## config.mk

```make
export PLATFORM = sky130hd
export DESIGN_NAME = sd_xfer_sequencer
export DESIGN_NICKNAME = d
export VERILOG_FILES = /design/src/rtl/sd_xfer_sequencer_pkg.sv /design/src/rtl/sd_cmd_queue.sv /design/src/rtl/sd_xfer_sequencer.sv
export SDC_FILE = /design/constraint.sdc
export NUM_CORES = 1
export LEC_CHECK = 0
export ABC_AREA = 1
export BUFFER_PORTS_ARGS = -buffer_cell sky130_fd_sc_hd__buf_2
export CAP_MARGIN = 25
export CORE_MARGIN = 3
export CORE_UTILIZATION = 61
export CTS_CLUSTER_SIZE = 8
export DETAILED_ROUTE_END_ITERATION = 7
export PLACE_DENSITY = 0.81
export SETUP_SLACK_MARGIN = 0.15
export SYNTH_ARGS = -nofsm -noshare
export SYNTH_HDL_FRONTEND = slang
export SYNTH_SLANG_ARGS = --single-unit
```

## constraint.sdc

```tcl
create_clock -name CLK -period 8 [get_ports CLK]
set_clock_uncertainty 0.1 [all_clocks]
set_input_delay 0 -clock CLK [delete_from_list [all_inputs] [get_ports CLK]]
set_output_delay 0 -clock CLK [all_outputs]
set_load 0.02 [all_outputs]
```

## src/rtl/sd_xfer_sequencer_pkg.sv

```systemverilog
// rtl/sd_xfer_sequencer_pkg.sv - shared states, IRQ bit map and CMD12 constant (SD_XFER_AUTO_CMD12_EN adds abort states)
package sd_xfer_sequencer_pkg;

    typedef enum logic [2:0] {
        IDLE        = 3'd0,
        ISSUE       = 3'd1,
        WAIT_RESP   = 3'd2,
        DATA        = 3'd3
`ifdef SD_XFER_AUTO_CMD12_EN
        ,
        ABORT_ISSUE = 3'd4,
        ABORT_WAIT  = 3'd5
`endif
    } state_t;

    localparam int IRQ_CMD_DONE  = 0;
    localparam int IRQ_XFER_DONE = 1;
    localparam int IRQ_CMD_TO    = 2;
    localparam int IRQ_DAT_ERR   = 3;

    localparam logic [5:0] CMD12_INDEX = 6'd12;

endpackage

```

## src/rtl/sd_cmd_queue.sv

```systemverilog
// rtl/sd_cmd_queue.sv - descriptor FIFO with full/empty flags; pushes while full are dropped
module sd_cmd_queue #(
    parameter int WIDTH = 56,
    parameter int DEPTH = 2
) (
    input  logic             clk,
    input  logic             rst,
    input  logic             push,
    input  logic             pop,
    input  logic [WIDTH-1:0] wdata,
    output logic [WIDTH-1:0] rdata,
    output logic             full,
    output logic             empty
);

    localparam int AW = (DEPTH > 1) ? $clog2(DEPTH) : 1;

    logic [WIDTH-1:0] mem [DEPTH];
    logic [AW-1:0]    wr_ptr;
    logic [AW-1:0]    rd_ptr;
    logic [AW:0]      count;
    logic             do_push;
    logic             do_pop;

    assign full    = (count == (AW+1)'(DEPTH));
    assign empty   = (count == '0);
    assign do_push = push && !full;
    assign do_pop  = pop && !empty;
    assign rdata   = mem[rd_ptr];

    always_ff @(posedge clk) begin
        if (do_push) begin
            mem[wr_ptr] <= wdata;
        end
    end

    // DEPTH is a power of two, so the pointers wrap by plain overflow
    always_ff @(posedge clk or posedge rst) begin
        if (rst) begin
            wr_ptr <= '0;
            rd_ptr <= '0;
            count  <= '0;
        end else begin
            if (do_push) wr_ptr <= wr_ptr + AW'(1);
            if (do_pop)  rd_ptr <= rd_ptr + AW'(1);
            unique case ({do_push, do_pop})
                2'b10:   count <= count + (AW+1)'(1);
                2'b01:   count <= count - (AW+1)'(1);
                default: count <= count;
            endcase
        end
    end

endmodule

```

## src/rtl/sd_xfer_sequencer.sv

```systemverilog
// rtl/sd_xfer_sequencer.sv - queues command writes, issues CMD/DAT, tracks blocks and sticky IRQs (optional SD_XFER_AUTO_CMD12_EN)
module sd_xfer_sequencer
    import sd_xfer_sequencer_pkg::*;
#(
    parameter int              CMD_Q_DEPTH = 2,
    parameter int              BLK_CNT_W   = 16,
    parameter int              TO_W        = 20,
    parameter logic [TO_W-1:0] TO_LIMIT    = 20'hFFFFF
) (
    input  logic                 CLK,
    input  logic                 RESET,
    input  logic                 cmd_wr,
    input  logic [5:0]           cmd_index_in,
    input  logic [31:0]          cmd_arg_in,
    input  logic                 data_present_in,
    input  logic [BLK_CNT_W-1:0] blk_cnt_in,
    input  logic                 multi_blk_in,
    input  logic                 cmd_complete,
    input  logic                 cmd_timeout,
    input  logic                 blk_done,
    input  logic                 dat_error,
    input  logic [3:0]           irq_clr,
    output logic                 new_cmd,
    output logic [5:0]           cmd_index_out,
    output logic [31:0]          cmd_arg_out,
    output logic                 start_transfer,
    output logic                 cmd_inhibit,
    output logic                 dat_inhibit,
    output logic                 q_full,
    output logic [BLK_CNT_W-1:0] blk_remaining,
    output logic [3:0]           irq_status
);

    localparam int QW = 6 + 32 + 1 + BLK_CNT_W + 1;

    state_t               state, next_state;
    logic [QW-1:0]        q_wdata, q_rdata;
    logic                 q_empty;
    logic [5:0]           head_index;
    logic [31:0]          head_arg;
    logic                 head_dp, head_multi;
    logic [BLK_CNT_W-1:0] head_blk;
    logic [5:0]           hold_index;
    logic [31:0]          hold_arg;
    logic                 hold_dp, hold_multi;
    logic [BLK_CNT_W-1:0] hold_blk, blk_rem;
    logic [TO_W-1:0]      to_cnt;
    logic [3:0]           irq_q, irq_set;
    logic                 start_q, load_head, start_set, blk_dec, to_clr;
`ifdef SD_XFER_AUTO_CMD12_EN
    logic                 load_cmd12, abort_err, abort_err_d;
`endif

    assign q_wdata = {cmd_index_in, cmd_arg_in, data_present_in, blk_cnt_in, multi_blk_in};
    assign {head_index, head_arg, head_dp, head_blk, head_multi} = q_rdata;

    sd_cmd_queue #(.WIDTH(QW), .DEPTH(CMD_Q_DEPTH)) u_cmd_queue (
        .clk   (CLK),
        .rst   (RESET),
        .push  (cmd_wr),
        .pop   (load_head),
        .wdata (q_wdata),
        .rdata (q_rdata),
        .full  (q_full),
        .empty (q_empty)
    );

    always_ff @(posedge CLK or posedge RESET) begin
        if (RESET) state <= IDLE;
        else       state <= next_state;
    end

    always_comb begin
        next_state = state;
        load_head  = 1'b0;
        start_set  = 1'b0;
        blk_dec    = 1'b0;
        to_clr     = 1'b0;
        irq_set    = '0;
`ifdef SD_XFER_AUTO_CMD12_EN
        load_cmd12  = 1'b0;
        abort_err_d = 1'b0;
`endif
        // a write into a full queue is reported through the cmd_to bit
        irq_set[IRQ_CMD_TO] = cmd_wr && q_full;
        unique case (state)
            IDLE: begin
                if (!q_empty) begin
                    load_head  = 1'b1;
                    next_state = ISSUE;
                end
            end
            ISSUE: next_state = WAIT_RESP;
            WAIT_RESP: begin
                if (cmd_timeout) begin
                    irq_set[IRQ_CMD_TO] = 1'b1;
                    next_state          = IDLE;
                end else if (cmd_complete) begin
                    irq_set[IRQ_CMD_DONE] = 1'b1;
                    if (hold_dp && (hold_blk != '0)) begin
                        start_set  = 1'b1;
                        to_clr     = 1'b1;
                        next_state = DATA;
                    end else begin
                        next_state = IDLE;
                    end
                end
            end
            DATA: begin
                blk_dec = blk_done && (blk_rem != '0);
                to_clr  = blk_done;
                if (dat_error || (to_cnt == TO_LIMIT)) begin
                    irq_set[IRQ_DAT_ERR] = 1'b1;
`ifdef SD_XFER_AUTO_CMD12_EN
                    load_cmd12  = 1'b1;
                    abort_err_d = 1'b1;
                    next_state  = ABORT_ISSUE;
`else
                    next_state = IDLE;
`endif
                end else if (blk_dec && (blk_rem == BLK_CNT_W'(1))) begin
`ifdef SD_XFER_AUTO_CMD12_EN
                    if (hold_multi) begin
                        load_cmd12 = 1'b1;
                        next_state = ABORT_ISSUE;
                    end else begin
                        irq_set[IRQ_XFER_DONE] = 1'b1;
                        next_state             = IDLE;
                    end
`else
                    irq_set[IRQ_XFER_DONE] = 1'b1;
                    next_state             = IDLE;
`endif
                end
            end
`ifdef SD_XFER_AUTO_CMD12_EN
            ABORT_ISSUE: next_state = ABORT_WAIT;
            ABORT_WAIT: begin
                if (cmd_timeout) begin
                    irq_set[IRQ_CMD_TO] = 1'b1;
                    next_state          = IDLE;
                end else if (cmd_complete) begin
                    irq_set[IRQ_XFER_DONE] = !abort_err;
                    next_state             = IDLE;
                end
            end
`endif
            default: next_state = IDLE;
        endcase
    end

    always_ff @(posedge CLK or posedge RESET) begin
        if (RESET) begin
            hold_index <= '0;
            hold_arg   <= '0;
            hold_dp    <= 1'b0;
            hold_blk   <= '0;
            hold_multi <= 1'b0;
            blk_rem    <= '0;
            to_cnt     <= '0;
            irq_q      <= '0;
            start_q    <= 1'b0;
`ifdef SD_XFER_AUTO_CMD12_EN
            abort_err  <= 1'b0;
`endif
        end else begin
            start_q <= start_set;
            irq_q   <= (irq_q & ~irq_clr) | irq_set;
            if (load_head) begin
                hold_index <= head_index;
                hold_arg   <= head_arg;
                hold_dp    <= head_dp;
                hold_blk   <= head_blk;
                hold_multi <= head_multi;
            end
`ifdef SD_XFER_AUTO_CMD12_EN
            else if (load_cmd12) begin
                hold_index <= CMD12_INDEX;
                hold_arg   <= '0;
                abort_err  <= abort_err_d;
            end
`endif
            if (start_set)    blk_rem <= hold_multi ? hold_blk : BLK_CNT_W'(1);
            else if (blk_dec) blk_rem <= blk_rem - BLK_CNT_W'(1);
            if (to_clr)             to_cnt <= '0;
            else if (state == DATA) to_cnt <= to_cnt + TO_W'(1);
        end
    end

    assign cmd_index_out  = hold_index;
    assign cmd_arg_out    = hold_arg;
    assign start_transfer = start_q;
    assign blk_remaining  = blk_rem;
    assign irq_status     = irq_q;
`ifdef SD_XFER_AUTO_CMD12_EN
    assign new_cmd     = (state == ISSUE) || (state == ABORT_ISSUE);
    assign cmd_inhibit = (state == ISSUE) || (state == WAIT_RESP) ||
                         (state == ABORT_ISSUE) || (state == ABORT_WAIT);
    assign dat_inhibit = (state == DATA) || (state == ABORT_ISSUE) || (state == ABORT_WAIT);
`else
    assign new_cmd     = (state == ISSUE);
    assign cmd_inhibit = (state == ISSUE) || (state == WAIT_RESP);
    assign dat_inhibit = (state == DATA);
`endif

endmodule

```

==> results.yml <==
sta:
  max_freq_mhz: 311.7
  rsz0062_at_grt: "no"
  finalCriticalPeriod_ns: 3.208
  worst_pin_slew_ns: 0.9437
  slew_headroom: 0.3642
  maxSlewViolCount: 0
  hold_viol_final: 0
  setup_tns_ns: 0
  setup_viol: 0
  hold_slack_ns: 0.07277
  min_period_over_period: 0.4010
  setup_ws_ns: 4.792
yosys:
  synth-adder-area-share: 0.01378
  synth.distinct_cells: 32
  yosys_register_bits: 215
  avgSynthCellArea_um2: 10.24
  synth_xor_xnor_area_share: 0.02122
  yosys_warnings: 0
  synthMuxAreaShare: 0
  synth_top_family_by_area: "simple AND/OR/NAND/NOR gates"
  synth_compound_area_frac: 0.06034
  synthCells: 887
  ys_seq_area_frac: 0.6541
  syn_area_mm2: 0.009082
  syn_nets: 964
  synthSimpleGateAreaFrac: 0.2093
min_path:
  min_path_type: "in -> reg"
clock_tree:
  cts_resized: 0
  numCtsBuffers: 30
  cts_sinks: 215
  root_buffer: "clkbuf_16"
  clk_latency_ns: 0.55
  cts_tree: "built"
  htreeDepth: 1
  path_clk_slew_ns: 0.05
  clockBufferDepth: 3
grt:
  grt_pass1_vias: 7100
  grt_max_degree: 115
  grtUsageTotal: 0.2653
  grt_pass1_wl_mm: 34.67
  antenna_found_initial: 1
  grt-ovfl-total: 0
finish:
  nets: 1175
  ff_latch_area_mm2: 0.005942
  nFillCells: 812
  final_area_mm2: 0.01153
  multiInputGateArea_mm2: 0.002786
  final_common_cell: "nand2_1"
  layout_common_cells: "280 x nand2_1, 134 x nor2_1, 129 x buf_2, 112 x edfxtp_1, 102 x dfrtp_1"
  syn_to_final_growth_pct: 26.92
  drive_gt1_frac: 0.1771
power_and_ir_drop:
  power_density_mw_per_mm2: 396.5
  leakage_nw: 4.991
  ir_worst_vdd_v: 0.0002786
die:
  core-area_mm2: 0.01420
  die_y_um: 128.0
  die-area_mm2: 0.01639
  start_util: 0.6394
  io_pins: 130
  die_w_um: 128.0
  rows: 43
placed_design:
  dpl_cell_area_mm2: 0.009819
  dp_hpwl_mm: 11.28
  globalplace.congestion: 0.8769
  numPortBuffers: 129
  dpl_worst_slack_ns: 5.283
worst_setup_path:
  cp_max_fo: 6
  slowest_delay_ns: 0.59
  end_kind: "flop"
  path_class: "reg -> reg"
  startpoint_type: "flop"
  arrival_ns: 3.54
  r2r_setup_slack_ns: 4.79
  path_buf_inv: 5
  crit_path_frequent_cell: "dlygate4sd3_1"
  cp_top_family: "buffers and inverters"
  crit_slowest_cell: "dlygate4sd3_1"
  required_ns: 8.33
  crit_chain: "inv_1 > ha_1 > nand2_1 > o21ai_0 > dlygate4sd3_1 > inv_1 > nand3_1 > dlygate4sd3_1 > nand2_1 > dlygate4sd3_1"
routing:
  via_per_inst: 5.440
  avgRoutedWirePerCell_um: 16.88
  drtPass1Iterations: 5
  vias: 7067
  wl_mm: 21.93
  ant_nets: 0
  drcViolationCount: 0
  drtIter0Drc: 643
run:
  maxCapViolCount: 0
status:
  status: "completed"
==> cell type report <==
cell class / instances / area share
Clock inverter: 1 / 0.002605
Tap cell: 180 / 0.01954
Inverter: 50 / 0.01650
Antenna cell: 1 / 0.0002171
Clock buffer: 51 / 0.07196
Timing Repair Buffer: 212 / 0.1320
Sequential cell: 215 / 0.5155
Multi-Input combinational cell: 589 / 0.2417
==> state kept, by name (all words and copies together), names as in the netlist, 4 cells and up <==
register / flops
u_cmd_queue.mem: 112
blk_remaining: 16
to_cnt: 20
cmd_arg_out: 32
hold_blk: 16
cmd_index_out: 6
irq_status: 4
==> Yosys cell counts <==
cell | n | area share
nand4_1 | 7 | 0.0048
o21ai_4 | 1 | 0.0018
o211ai_1 | 1 | 0.00083
nand2_1 | 280 | 0.12
edfxtp_1 | 112 | 0.37
inv_1 | 47 | 0.019
a21oi_1 | 10 | 0.0055
nand3_1 | 26 | 0.014
xor2_1 | 7 | 0.0068
nand3b_1 | 3 | 0.0025
and2_1 | 1 | 0.00069
xnor2_1 | 15 | 0.014
nand3_4 | 1 | 0.0019
dfrtp_1 | 103 | 0.28
o21bai_1 | 1 | 0.00083
o22ai_1 | 2 | 0.0014
nor3_2 | 2 | 0.0022
ha_1 | 10 | 0.014
buf_2 | 12 | 0.0066
nor2_1 | 136 | 0.056
nor2_4 | 1 | 0.0012
o21ai_1 | 6 | 0.0033
inv_2 | 3 | 0.0012
nor3b_2 | 2 | 0.0028
buf_4 | 3 | 0.0025
o21ai_0 | 6 | 0.0033
o21ai_2 | 5 | 0.0048
nor2_2 | 7 | 0.0048
a31oi_1 | 56 | 0.039
buf_6 | 5 | 0.0062
nand2_2 | 3 | 0.0021
clkbuf_1 | 13 | 0.0054
==> routing by layer <==
layer / global-route usage / wire, um / up-vias
li1: - / - / 3362
met1: 0.3338 / 8557 / 3375
met2: 0.4735 / 11290 / 283
met3: 0.04958 / 1587 / 47
met4: 0.07179 / 485 / 0
met5: 0 / 0 / -
==> final timing paths <==
| kind | startpoint | endpoint | depth (start not counted) |
|---|---|---|---|
| worst min register to register | u_cmd_queue.mem[1][8] | hold_blk[7] | 2 |
| worst max-delay path | state[0] | state[0] | 10 |
| max in group asynchronous | RESET | hold_blk[8] | 6 |
| min in group asynchronous | RESET | cmd_arg_out[0] | 4 |
| worst max register to register | state[0] | state[0] | 10 |
| worst min-delay path | cmd_arg_in[6] | u_cmd_queue.mem[1][24] | 2 |
==> what timing repair did <==
| item | 4_1_cts | 5_1_grt |
|---|---|---|
| hold buffers | 75 | 0 |
| hold endpoints to repair | 164 | 0 |
| setup buffers | 0 | 0 |
==> stage by stage <==
stage               std cells  utilization  total power [W]
CTS                      1294       0.8047         0.004478
detailed placement       1167       0.6913         0.003263
floorplan                 887            -         0.002866
global route             1299       0.8116         0.004852
finish                   1299       0.8116         0.004571
global placement         1167       0.6913         0.003210
==> power breakdown <==
group	switching, W	leakage (nW)	internal, W
combinational	0.00103	2.30	0.000552
clock	0.000454	0.406	0.000696
sequential	0.000281	2.29	0.00156
==> kinds of logic after synthesis <==
kind of cell | after synthesis
simple gates | 469
fa+ha+maj | 10
buf+inv | 83
compound gates | 88
xor+xnor | 22
flops | 215
Note: power is estimated with default switching activity, not from simulation.
